### config.mk
export PLATFORM = sky130hd
export DESIGN_NAME = ps2_rx_fifo
export DESIGN_NICKNAME = d
export VERILOG_FILES = /design/src/rtl/ps2_rx_fifo.sv
export SDC_FILE = /design/constraint.sdc
export NUM_CORES = 1
export LEC_CHECK = 0
export ABC_AREA = 1
export BUFFER_PORTS_ARGS = -buffer_cell sky130_fd_sc_hd__buf_2
export CAP_MARGIN = 25
export CELL_PAD_IN_SITES_DETAIL_PLACEMENT = 0
export CELL_PAD_IN_SITES_GLOBAL_PLACEMENT = 1
export CORE_AREA = 2 2 114 116
export CTS_CLUSTER_DIAMETER = 100
export DETAILED_ROUTE_END_ITERATION = 16
export DIE_AREA = 0 0 116 118
export GPL_ROUTABILITY_DRIVEN = 0
export PLACE_DENSITY_LB_ADDON = 0.1
export SYNTH_ARGS = -nofsm -noshare
export SYNTH_HDL_FRONTEND = slang
export SYNTH_SLANG_ARGS = --single-unit
### constraint.sdc
create_clock -name clk -period 3.3 [get_ports clk]
set_input_delay 0.33 -clock clk [delete_from_list [all_inputs] [get_ports clk]]
set_output_delay 0.33 -clock clk [all_outputs]
set_load 0.03 [all_outputs]
### src/rtl/ps2_rx_fifo.sv
// PS/2 device-to-host receiver: synchronises the pins, checks each 11-bit frame,
// optionally folds E0/F0 prefixes into key events, and queues results in a FWFT FIFO.
module ps2_rx_fifo #(
  parameter int DEPTH       = 8,
  parameter int SYNC_STAGES = 2,
  parameter int TIMEOUT     = 50000,
  parameter int DECODE      = 0
) (
  input  logic                     clk,
  input  logic                     rst,
  input  logic                     ps2_clk,
  input  logic                     ps2_data,
  input  logic                     rd_en,
  output logic [9:0]               data,
  output logic                     ready,
  output logic                     full,
  output logic [$clog2(DEPTH):0]   level,
  output logic                     overflow,
  output logic                     parity_err,
  output logic                     frame_err
);

  localparam int AW = $clog2(DEPTH);
  localparam int WW = $clog2(TIMEOUT + 1);
  localparam logic [AW:0]   FULL_LVL = (AW + 1)'(DEPTH);
  localparam logic [WW-1:0] WD_LAST  = WW'(TIMEOUT - 1);

  logic [SYNC_STAGES-1:0] clk_sync_r;
  logic [SYNC_STAGES-1:0] data_sync_r;
  logic                   prev_clk_r;
  logic                   sync_clk_s;
  logic                   sync_data_s;
  logic                   fall_s;

  logic [3:0]    bit_cnt_r;
  logic [9:0]    shift_r;
  logic [WW-1:0] wd_r;
  logic          ext_r;
  logic          brk_r;
  logic          ext_nxt_s;
  logic          brk_nxt_s;
  logic          parity_err_r;
  logic          frame_err_r;

  logic          frame_done_s;
  logic          framing_bad_s;
  logic          parity_bad_s;
  logic          accept_s;
  logic          timeout_s;
  logic [7:0]    byte_s;
  logic          push_s;
  logic [9:0]    push_data_s;

  logic [9:0]    mem_r [DEPTH];
  logic [AW-1:0] wr_ptr_r;
  logic [AW-1:0] rd_ptr_r;
  logic [AW:0]   level_r;
  logic          overflow_r;
  logic          pop_s;
  logic          do_write_s;

  // Pin synchronisers; they keep tracking the pins through reset so no false edge appears on release.
  always_ff @(posedge clk) begin
    clk_sync_r  <= {clk_sync_r[SYNC_STAGES-2:0], ps2_clk};
    data_sync_r <= {data_sync_r[SYNC_STAGES-2:0], ps2_data};
    prev_clk_r  <= clk_sync_r[SYNC_STAGES-1];
  end

  assign sync_clk_s  = clk_sync_r[SYNC_STAGES-1];
  assign sync_data_s = data_sync_r[SYNC_STAGES-1];
  assign fall_s      = prev_clk_r & ~sync_clk_s;

  // shift_r holds start at [0], d0..d7 at [8:1], parity at [9]; the stop bit is judged live.
  assign frame_done_s  = fall_s & (bit_cnt_r == 4'd10);
  assign framing_bad_s = shift_r[0] | ~sync_data_s;
  assign parity_bad_s  = ~(^shift_r[9:1]);
  assign accept_s      = frame_done_s & ~framing_bad_s & ~parity_bad_s;
  assign timeout_s     = ~fall_s & (bit_cnt_r != 4'd0) & (wd_r == WD_LAST);
  assign byte_s        = shift_r[8:1];

  // Prefix decoding and push request for an accepted frame.
  always_comb begin
    push_s      = 1'b0;
    push_data_s = {2'b00, byte_s};
    ext_nxt_s   = ext_r;
    brk_nxt_s   = brk_r;
    if (accept_s) begin
      if (DECODE != 0) begin
        if (byte_s == 8'hE0) begin
          ext_nxt_s = 1'b1;
        end else if (byte_s == 8'hF0) begin
          brk_nxt_s = 1'b1;
        end else begin
          push_s      = 1'b1;
          push_data_s = {ext_r, brk_r, byte_s};
          ext_nxt_s   = 1'b0;
          brk_nxt_s   = 1'b0;
        end
      end else begin
        push_s = 1'b1;
      end
    end else if (frame_done_s | timeout_s) begin
      ext_nxt_s = 1'b0;
      brk_nxt_s = 1'b0;
    end else begin
      ext_nxt_s = ext_r;
      brk_nxt_s = brk_r;
    end
  end

  // Bit counter, shift register, watchdog, prefix flags and error pulses.
  always_ff @(posedge clk) begin
    if (rst) begin
      bit_cnt_r    <= 4'd0;
      shift_r      <= 10'd0;
      wd_r         <= '0;
      ext_r        <= 1'b0;
      brk_r        <= 1'b0;
      parity_err_r <= 1'b0;
      frame_err_r  <= 1'b0;
    end else begin
      ext_r        <= ext_nxt_s;
      brk_r        <= brk_nxt_s;
      parity_err_r <= frame_done_s & ~framing_bad_s & parity_bad_s;
      frame_err_r  <= (frame_done_s & framing_bad_s) | timeout_s;
      if (fall_s) begin
        wd_r <= '0;
        if (bit_cnt_r == 4'd10) begin
          bit_cnt_r <= 4'd0;
        end else begin
          shift_r   <= {sync_data_s, shift_r[9:1]};
          bit_cnt_r <= bit_cnt_r + 4'd1;
        end
      end else if (timeout_s) begin
        bit_cnt_r <= 4'd0;
        wd_r      <= '0;
      end else if (bit_cnt_r != 4'd0) begin
        wd_r <= wd_r + 1'b1;
      end else begin
        wd_r <= '0;
      end
    end
  end

  // A push while full only lands if a pop frees a slot in the same cycle.
  assign pop_s      = rd_en & (level_r != '0);
  assign do_write_s = push_s & ((level_r != FULL_LVL) | pop_s);

  // FIFO storage carries no reset; contents are don't-care until written.
  always_ff @(posedge clk) begin
    if (do_write_s) begin
      mem_r[wr_ptr_r] <= push_data_s;
    end
  end

  // FIFO pointers, occupancy and sticky overflow.
  always_ff @(posedge clk) begin
    if (rst) begin
      wr_ptr_r   <= '0;
      rd_ptr_r   <= '0;
      level_r    <= '0;
      overflow_r <= 1'b0;
    end else begin
      if (do_write_s) begin
        wr_ptr_r <= wr_ptr_r + 1'b1;
      end
      if (pop_s) begin
        rd_ptr_r <= rd_ptr_r + 1'b1;
      end
      if (push_s & ~do_write_s) begin
        overflow_r <= 1'b1;
      end
      case ({do_write_s, pop_s})
        2'b10:   level_r <= level_r + 1'b1;
        2'b01:   level_r <= level_r - 1'b1;
        default: level_r <= level_r;
      endcase
    end
  end

  assign data       = mem_r[rd_ptr_r];
  assign ready      = (level_r != '0);
  assign full       = (level_r == FULL_LVL);
  assign level      = level_r;
  assign overflow   = overflow_r;
  assign parity_err = parity_err_r;
  assign frame_err  = frame_err_r;

endmodule
# After elaboration in Yosys (flattened, before gate mapping)
# Memories as Yosys holds them, arrays and structs flattened. A register that Yosys moved wholly into a read port is not among the register bits.
# Index checks and enable logic that the tools add are counted.
[op_classes]
add_sub_neg = 6
n_mul = 0
n_div = 0
magnitude_cmp = 0
eq_ne = 6
shifts = 0
mux = 9
n_bitwise = 22
n_reduce_logical = 7
[op_table]
columns = ["op", "n"]
rows = [
  ["16-bit by 1-bit adder with 16-bit output (second input constant)", 1],
  ["16-bit equality test (second input constant)", 1],
  ["4-bit two-way mux", 3],
  ["1-bit AND", 11],
  ["9-bit XOR reduction", 1],
  ["4-bit by 1-bit adder with 4-bit output (second input constant)", 2],
  ["4-bit equality test (second input constant)", 2],
  ["1-bit NOT", 8],
  ["4-bit case mux with 2 select lines", 1],
  ["4-bit nonzero test", 2],
  ["3-bit by 1-bit adder with 3-bit output (second input constant)", 2],
  ["3-bit two-way mux", 2],
  ["4-bit inequality test (second input constant)", 1],
  ["2-bit nonzero test", 2],
  ["4-bit OR reduction", 1],
  ["4-bit by 1-bit subtractor with 4-bit output (second input constant)", 1],
  ["1-bit two-way mux", 3],
  ["1-bit bitwise OR", 3],
  ["2-bit by 1-bit equality test with 1-bit output (second input constant)", 1],
  ["2-bit equality test (second input constant)", 1],
  ["2-bit AND reduction", 1],
]
[totals]
reg_bits = 48
latchBits = 0
ramBits = 64
rom_bits = 0
input_bits = 5
output_inout_bits = 19
word_cells = 63
n_memories = 1
[memory_table]
columns = ["memory", "depth", "word_bits", "read_ports", "rd_ports_with_merged_regs", "write_ports", "line_no", "text"]
rows = [
  ["mem_r", 8, 8, 1, 1, 1, "54", "logic [9:0] mem_r [DEPTH];"],
]

# Logic depth before layout (Yosys ltp)
# Gate-level depths: netlist (run 1).
[logic_depth]
depth_word = 9
depth_mapped = 16
ltp_nobuf = 16

# Worst setup path before layout (run 1)
# Ideal clock, no wire load.
[synth_timing]
path_type = "reg-to-reg"
start = "reg level_r[2] (netlist: level[2])"
end = "reg level_r[2] (netlist: level[2])"
setup_time_ns = 0.115
arrival_ns = 2.414
t_required_ns = 3.185
slack_ns = 0.771
path_stages_with_launch = 13
n_path_buf = 0
period_less_slack_ns = 2.529
cell_sequence = "dfxtp_1 -> inv_1 -> nand3_1 -> nand2_1 -> nand2_1 -> nand3_4 -> ha_1 -> xor2_1 -> ha_1 -> a21oi_1 -> xnor2_1 -> o21ai_0 -> inv_1"
[synth_between]
elab_chain_cells = 6
elab_cells_between_ends = 11
classes_between = "2 x add/sub; 3 x eq/ne; 1 x mux; 3 x bitwise; 2 x reduce/logical"
[synth_rtl]
columns = ["element", "line_no", "text"]
rows = [
  ["from (decl)", "57", "logic [AW:0] level_r;"],
  ["from (signal assigned)", "174", "2'b10: level_r <= level_r + 1'b1;"],
  ["from (signal assigned)", "175", "2'b01: level_r <= level_r - 1'b1;"],
  ["from (signal assigned)", "176", "default: level_r <= level_r;"],
  ["4-bit nonzero test (*)", "-", ""],
  ["net ready", "15", "output logic ready,"],
  ["1-bit AND (*)", "146", "assign pop_s = rd_en & (level_r != '0);"],
  ["1-bit bitwise OR", "147", "assign do_write_s = push_s & ((level_r != FULL_LVL) | pop_s);"],
  ["1-bit AND", "147", ""],
  ["2-bit by 1-bit equality test with 1-bit output or 2-bit equality test (tied branches)", "173", "case ({do_write_s, pop_s})"],
  ["4-bit case mux with 2 select lines or 2-bit nonzero test (tied branches)", "-", ""],
]
# Mark *: on every way through the listed nets, which the timed path passes. The rest lies on a longest branch.
# A chain may end at the register's enable or synchronous reset.

# Worst setup path after layout (run 1)
[layout_timing]
start = "reg shift_r[8]"
end = "reg level_r[2] (netlist: level[2])"
[layout_between]
elab_chain_cells = 6
elab_cells_between_ends = 8
classes_between = "2 x eq/ne; 2 x mux; 2 x bitwise; 2 x reduce/logical"
[layout_rtl]
columns = ["element", "line_no", "text"]
rows = [
  ["from (decl)", "36", "logic [9:0] shift_r;"],
  ["from (signal assigned)", "131", "shift_r <= {sync_data_s, shift_r[9:1]};"],
  ["9-bit XOR reduction (*)", "76", "assign parity_bad_s = ~(^shift_r[9:1]);"],
  ["1-bit AND (*)", "77", "assign accept_s = frame_done_s & ~framing_bad_s & ~parity_bad_s;"],
  ["1-bit two-way mux (*)", "87", "if (accept_s) begin"],
  ["1-bit AND (*)", "147", ""],
  ["2-bit by 1-bit equality test with 1-bit output or 2-bit equality test (tied branches)", "173", ""],
  ["4-bit case mux with 2 select lines or 2-bit nonzero test (tied branches)", "-", ""],
]
# Every way passes the cells marked *; elsewhere a longest branch is shown, timed or not.

==> impl_metrics.py, run 1 <==
metrics = {
    "drt": {
        "wl_per_cell_um": 14.12,
        "viasPerCell": 4.674,
        "drtIter0Drc": 256,
        "num_vias": 3389,
        "dr.pass1.iters": 4,
        "drt-total-wl_mm": 10.24,
        "antenna_left": 0,
        "drc": 0,
    },
    "worst_setup_path": {
        "crit_path_end_kind": "register",
        "cp_cell_sequence": "inv_1 > nand2_1 > nand2_1 > nand2_1 > nand2_1 > inv_1 > nand3_1 > nand2_1 > nand3_4 > ha_1 > xor2_1 > ha_1 > a21oi_1 > xnor2_1 > o21ai_0 > inv_1",
        "max_stage_delay_ns": 0.51,
        "path_buf_inv": 3,
        "arrival_ns": 2.96,
        "critPathMaxFanout": 12,
        "crit_family": "simple AND/OR/NAND/NOR gates",
        "cpMaxStageDelayCell": "dfxtp_1",
        "crit_type": "reg2reg",
        "worst_path_most_repeated_cell": "nand2_1",
        "required_ns": 3.60,
        "crit_path_start_kind": "register",
    },
    "pwr": {
        "pwr-share-comb_pct": 21.8,
        "swShare_pct": 30.87,
        "p_int_mw": 3.052,
        "max-vdd-ir-drop_mv": 0.3514,
        "power_frac_seq_pct": 36.9,
        "p_clk_share_pct": 41.3,
        "powerDensity_mw_per_mm2": 762.2,
        "p_switching_mw": 1.363,
        "p_leak_nw": 2.220,
    },
    "die": {
        "start_util_pct": 39.00,
        "die_area_mm2": 0.01369,
        "chipHeight_um": 118,
        "coreArea_mm2": 0.01241,
        "boundaryPins": 24,
        "die_w_um": 116,
        "rows": 41,
    },
    "synthesis": {
        "synth_area_leaders": "edfxtp_1 40%, dfxtp_1 21%, nor2_1 6.7%",
        "synth_edf_count": 64,
        "synth_seq_area_share_pct": 60.78,
        "synth.distinct_cells": 31,
        "synth_common_cells": "86 x nor2_1, 64 x edfxtp_1, 62 x nand2_1, 52 x inv_1",
        "yosys_warnings": 0,
        "ys_seq_elements": 115,
        "syn_area_per_cell_um2": 9.627,
        "async_flop_share_pct": 0,
        "synth_cells": 503,
        "yosysMostFrequentCell": "nor2_1",
        "synth.top_cell.area_share_pct": 39.69,
        "synth_flop_cell": "edfxtp_1",
        "syn-cell-area_mm2": 0.004842,
        "yosys.area.top_type": "edfxtp_1",
    },
    "final_layout": {
        "utilization_pct": 46.66,
        "area_growth_pct": 19.64,
        "final_layout_size_suffix_gt1_share_pct": 13.56,
        "diodes": 0,
        "final_nets": 554,
    },
    "grt": {
        "grt.overflow.total": 0,
        "grt_pass1_wl_mm": 16.80,
        "grt_antenna_before_repair": 0,
        "grt_max_degree": 33,
        "grtUsageTotal_pct": 16.56,
        "grt_pass1_vias": 3208,
    },
    "clocking": {
        "cts_tree": "yes",
        "clock-sinks": 115,
        "htreeDepth": 4,
        "clk_pin_slew_ns": 0.05,
        "numCtsBuffers": 17,
        "clk_path_buf_depth": 2,
        "clk_latency_ns": 0.41,
        "ctsRootBufferMaster": "clkbuf_16",
    },
    "sta": {
        "finalHoldViolCount": 0,
        "period_needed_ns": 2.655,
        "slew_viol_final": 0,
        "finalCritPeriodShare_pct": 80.45,
        "fmax_mhz": 376.7,
        "tns_ns": 0,
        "rsz0062_at_grt": "false",
        "final.setup_skew_ns": 0.007230,
        "setup_viol": 0,
        "worst_slack_ns": 0.6451,
        "max_slew_margin_pct": 53.14,
        "worstMarginPinSlew_ns": 0.7003,
    },
    "job": {
        "maxCapViolCount": 0,
    },
    "status": {
        "run_status": "finished clean",
    },
    "placement": {
        "dp.final_hpwl_mm": 6.569,
        "pre_cts_ws_ns": 0.6760,
        "portBuffers": 21,
    },
    "worst_hold_path": {
        "hold_class": "in2reg",
    },
}
==> through the flow <==
step	power, mW	area (um2)	cells	hold WS, ns
2_1_floorplan	2.356	4846	504	0.3096
3_3_place_gp	2.616	5176	692	0.3139
3_5_place_dp	2.631	5176	692	0.3121
4_1_cts	4.482	5793	725	0.002264
5_1_grt	4.667	5793	725	0.005265
6_report	4.416	5793	725	0.02735
==> worst register-to-register path: stages (launching register included) <==
cell and delay [ns]:
dfxtp_1 0.51, inv_1 0.12, nand2_1 0.09, nand2_1 0.06, nand2_1 0.06, nand2_1 0.09, inv_1 0.06, nand3_1 0.06
nand2_1 0.25, nand3_4 0.16, ha_1 0.27, xor2_1 0.25, ha_1 0.20, a21oi_1 0.05, xnor2_1 0.14, o21ai_0 0.14
inv_1 0.05
==> state kept, by name, indices dropped and copies added, names as in the netlist, named ones only <==
signal / count
level: 4
data_sync_r: 2
overflow: 1
bit_cnt_r: 4
parity_err: 1
wd_r: 16
prev_clk_r: 1
rd_ptr_r: 3
wr_ptr_r: 3
shift_r: 10
mem_r: 64
frame_err: 1
clk_sync_r: 2
==> metal layers <==
layer | part of all wire, % | track usage [%]
met2 | 48 | 25.62
met5 | 0 | 0
met3 | 3.6 | 4.068
met4 | 1.6 | 7.738
met1 | 47 | 21.73
==> cells in the final DEF, fill, tap and decap left out, drive strengths merged <==
| cell | synthesis | final |
|---|---|---|
| xor2 | 8 | 8 |
| or2 | 4 | 4 |
| nor4 | 2 | 2 |
| inv | 52 | 52 |
| clkinvlp | 0 | 4 |
| nand3 | 26 | 26 |
| a21oi | 29 | 29 |
| a31oi | 10 | 10 |
| clkbuf | 12 | 20 |
| nor2 | 86 | 86 |
| xnor2 | 3 | 3 |
| nand3b | 1 | 1 |
| ha | 9 | 9 |
| nand2 | 62 | 62 |
| dlygate4sd3 | 0 | 1 |
| nand4 | 6 | 6 |
| buf | 6 | 34 |
| o21ai | 51 | 51 |
| edfxtp | 64 | 64 |
| bufinv | 0 | 2 |
| o22ai | 8 | 8 |
| clkinv | 0 | 6 |
| conb | 1 | 2 |
| dfxtp | 51 | 51 |
| o21bai | 1 | 1 |
| nor3 | 11 | 11 |
==> final timing paths <==
path / startpoint / end / slack (ns) / cells past startpoint
worst max-delay path: shift_r[8] / level[2] / 0.65 / 16
worst min-delay path: ps2_data / data_sync_r[0] / 0.03 / 1
worst max register to register: shift_r[8] / level[2] / 0.65 / 16
worst min register to register: data_sync_r[0] / data_sync_r[1] / 0.32 / 0
==> area by class of cell <==
class                           instances  area, um2
Multi-Input combinational cell        319       1620
Sequential cell                       115       2943
Tap cell                              172      215.2
Fill cell                            1204       6621
Timing Repair Buffer                   35      212.7
Inverter                               52      195.2
Clock inverter                         12      127.6
Clock buffer                           20      479.2
==> what timing repair did <==
| action | in CTS | in global routing |
|---|---|---|
| buffers inserted | 0 | 0 |
| hold buffers | 1 | 0 |
| hold endpoints to repair | 1 | 0 |
| gates resized for setup | 0 | 0 |
==> power groups by stage <==
| stage | logic (mW) | registers (mW) | clock network, mW |
|---|---|---|---|
| finish | 0.963 | 1.63 | 1.83 |
| global route | 1.08 | 1.64 | 1.95 |
| CTS | 0.978 | 1.63 | 1.88 |
| detailed placement | 0.974 | 1.66 | 0 |
| global placement | 0.961 | 1.66 | 0 |
| floorplan | 0.671 | 1.68 | 0 |
==> kinds of logic (layout without fill, tap and decap cells) <==
kind of cell | count (synthesis) | count (layout) | share of synthesized area [%]
other | 1 | 2 | 0.07745
xor gates and xnor gates | 11 | 11 | 1.990
and+or+nand+nor | 198 | 198 | 18.17
DFF | 115 | 115 | 60.78
adders and majority gates | 9 | 9 | 2.326
buffers and inverters | 70 | 119 | 5.840
AOI/OAI and AO/OA | 99 | 99 | 10.83
No activity file was read; power rests on OpenSTA's default activity.
==> run 2: changes to the inputs <==
==> constraint.sdc (replaced) <==
create_clock -name clk -period 2.7 [get_ports clk]
set_input_delay 0.27 -clock clk [delete_from_list [all_inputs] [get_ports clk]]
set_output_delay 0.27 -clock clk [all_outputs]
set_load 0.03 [all_outputs]
==> run 2 against run 1 <==
  * Sequential share of layout area down 0.68 points
  * Clock skew down 0.00056 ns
  * Global-route usage down 0.68 points
  * Worst hold slack better by 0.11 ns
  * Critical path depth down 3
  * Fmax up 12%
  * Wire length down 2.1%
  * Die area unchanged
  * Clock power up 22%
  * Combinational power up 28%
  * Largest cell class unchanged
  * Largest power group unchanged
==> impl_metrics.py, run 2 (same netlist as run 1, synthesis figures left out) <==
metrics = {
    "status": {
        "run_status": "finished clean",
    },
    "final_layout": {
        "final_layout_size_suffix_gt1_share_pct": 15.22,
        "largest_reg_flops": 64,
        "regMostFlops": "mem_r",
        "top_regs": "mem_r: 64 flops, wd_r: 16 flops, shift_r: 10 flops",
        "multiInputGateArea_mm2": 0.001620,
        "mostFrequentLayoutCell": "nor2_1",
        "utilization_pct": 47.32,
        "area_growth_pct": 21.32,
        "mostFrequentLayoutCells": "86 x nor2_1, 64 x edfxtp_1, 62 x nand2_1",
        "diodes": 0,
        "fillers": 1209,
        "final_nets": 566,
        "seq_area_mm2": 0.002944,
    },
    "drt": {
        "wl_per_cell_um": 13.59,
        "drtIter0Drc": 159,
        "drc": 0,
        "dr.pass1.iters": 4,
        "viasPerCell": 4.720,
        "drt-total-wl_mm": 10.02,
        "antenna_left": 0,
        "num_vias": 3479,
    },
    "grt": {
        "grt_max_degree": 34,
        "grt_pass1_wl_mm": 16.34,
        "grt_antenna_before_repair": 0,
        "grt_pass1_vias": 3255,
        "grtUsageTotal_pct": 15.88,
        "grt.overflow.total": 0,
    },
    "clocking": {
        "htreeDepth": 4,
        "cts_tree": "yes",
        "clk_latency_ns": 0.42,
        "numCtsBuffers": 17,
        "clk_path_buf_depth": 2,
        "ctsRootBufferMaster": "clkbuf_16",
        "clk_pin_slew_ns": 0.06,
        "postCtsSetupBuffers": 0,
        "clock-sinks": 115,
    },
    "sta": {
        "finalHoldViolCount": 0,
        "rsz0062_at_grt": "false",
        "period_needed_ns": 2.376,
        "slew_viol_final": 0,
        "setup_viol": 0,
        "final.setup_skew_ns": 0.006671,
        "fmax_mhz": 421.0,
        "finalCritPeriodShare_pct": 87.98,
        "max_slew_margin_pct": 59.78,
        "worstMarginPinSlew_ns": 0.6026,
        "worst_slack_ns": 0.3244,
        "tns_ns": 0,
    },
    "die": {
        "rows": 41,
        "die_w_um": 116,
        "boundaryPins": 24,
        "coreArea_mm2": 0.01241,
        "start_util_pct": 39.00,
        "die_area_mm2": 0.01369,
        "chipHeight_um": 118,
    },
    "worst_hold_path": {
        "worstHoldPathCells": 2,
        "hold_end": "overflow",
        "hold_class": "in2reg",
        "min-delay-start": "rst",
    },
    "worst_setup_path": {
        "r2r-end": "level[2]",
        "crit_path_start_kind": "register",
        "crit_type": "reg2reg",
        "reg2reg_depth": 13,
        "cp_cell_sequence": "xnor2_1 > nand3_1 > nand2_1 > nand2_1 > nand2_1 > nand3_4 > ha_1 > xor2_1 > ha_1 > a21oi_1 > xnor2_1 > o21ai_0 > inv_1",
        "critPathMaxFanout": 11,
        "worst_path_most_repeated_cell": "nand2_1",
        "cpMaxStageDelayCell": "dfxtp_1",
        "path_buf_inv": 1,
        "arrival_ns": 2.69,
        "required_ns": 3.01,
        "reg2reg_slack_ns": 0.32,
        "crit_path_end_kind": "register",
        "max_stage_delay_ns": 0.52,
        "r2r_start": "shift_r[4]",
        "crit_family": "XOR/XNOR gates",
    },
    "placement": {
        "pre_cts_ws_ns": 0.2425,
        "portBuffers": 21,
        "dp.final_hpwl_mm": 6.415,
    },
    "pwr": {
        "p_leak_nw": 2.270,
        "max-vdd-ir-drop_mv": 0.4215,
        "powerDensity_mw_per_mm2": 926.8,
    },
    "job": {
        "maxCapViolCount": 0,
    },
}
## run 2: cell types whose count changed in the layout (fill, tap and decap cells not counted), sizes merged
cell         delta
buf            +11
bufinv          +1
clkbuf          -1
dlygate4sd3     +1
## run 2: how the worst max path moves through the flow
stage                from  endpoint  slack [ns]  cells after the start
3_5_place_dp   shift_r[2]  level[2]        0.24                     16
2_1_floorplan    level[2]  level[2]        0.17                     12
6_report       shift_r[4]  level[2]        0.32                     13
3_3_place_gp   shift_r[2]  level[2]        0.35                     16
5_1_grt        shift_r[4]  level[2]        0.03                     13
4_1_cts        shift_r[2]  level[2]        0.22                     16
## run 2: report_power, final
part | switching [mW] | leakage [nW] | internal, mW
Clock | 0.795 | 0.279 | 1.45
Combinational | 0.844 | 0.986 | 0.384
Sequential | 0.0607 | 1.01 | 1.92
## run 2: timing repair
action / CTS / global route
endpoints found under the hold margin: 2 / 0
resized for setup: 0 / 1
hold buffers: 2 / 0
endpoints found under the setup margin: 0 / 1
## run 2: routing by layer
metal	share of wire [%]	track usage, %	routed length, um	vias to the layer above
met3	3.1	4.789	306	19
met4	1.9	6.696	192	0
met5	0	0	0	-
met1	49	20.96	4902	1610
met2	46	24.16	4616	47
li1	-	-	-	1803
## run 2: worst reg2reg max path, cell delays in order, from the launching register on
cell,delay (ns)
dfxtp_1,0.52
xnor2_1,0.19
nand3_1,0.12
nand2_1,0.08
nand2_1,0.04
nand2_1,0.11
nand3_4,0.13
ha_1,0.25
xor2_1,0.25
ha_1,0.19
a21oi_1,0.05
xnor2_1,0.14
o21ai_0,0.15
inv_1,0.05
## run 2: per-stage QoR
stage,power (mW),instance area [um2],hold WS (ns),cells
after detailed placement,3.255,5259,0.3179,703
after global routing,5.719,5874,0.1479,737
final,5.444,5874,0.1379,737
after global placement,3.228,5259,0.3145,703
after floorplan,2.880,4846,0.2977,504
after CTS,5.505,5873,0.1349,737
## run 2: area by class of cell
type                            count  area share, %
Clock buffer                       19          7.370
Clock inverter                     13          2.748
Inverter                           52          3.323
Multi-Input combinational cell    319          27.58
Sequential cell                   115          50.12
Tap cell                          172          3.663
Timing Repair Buffer               47          5.197
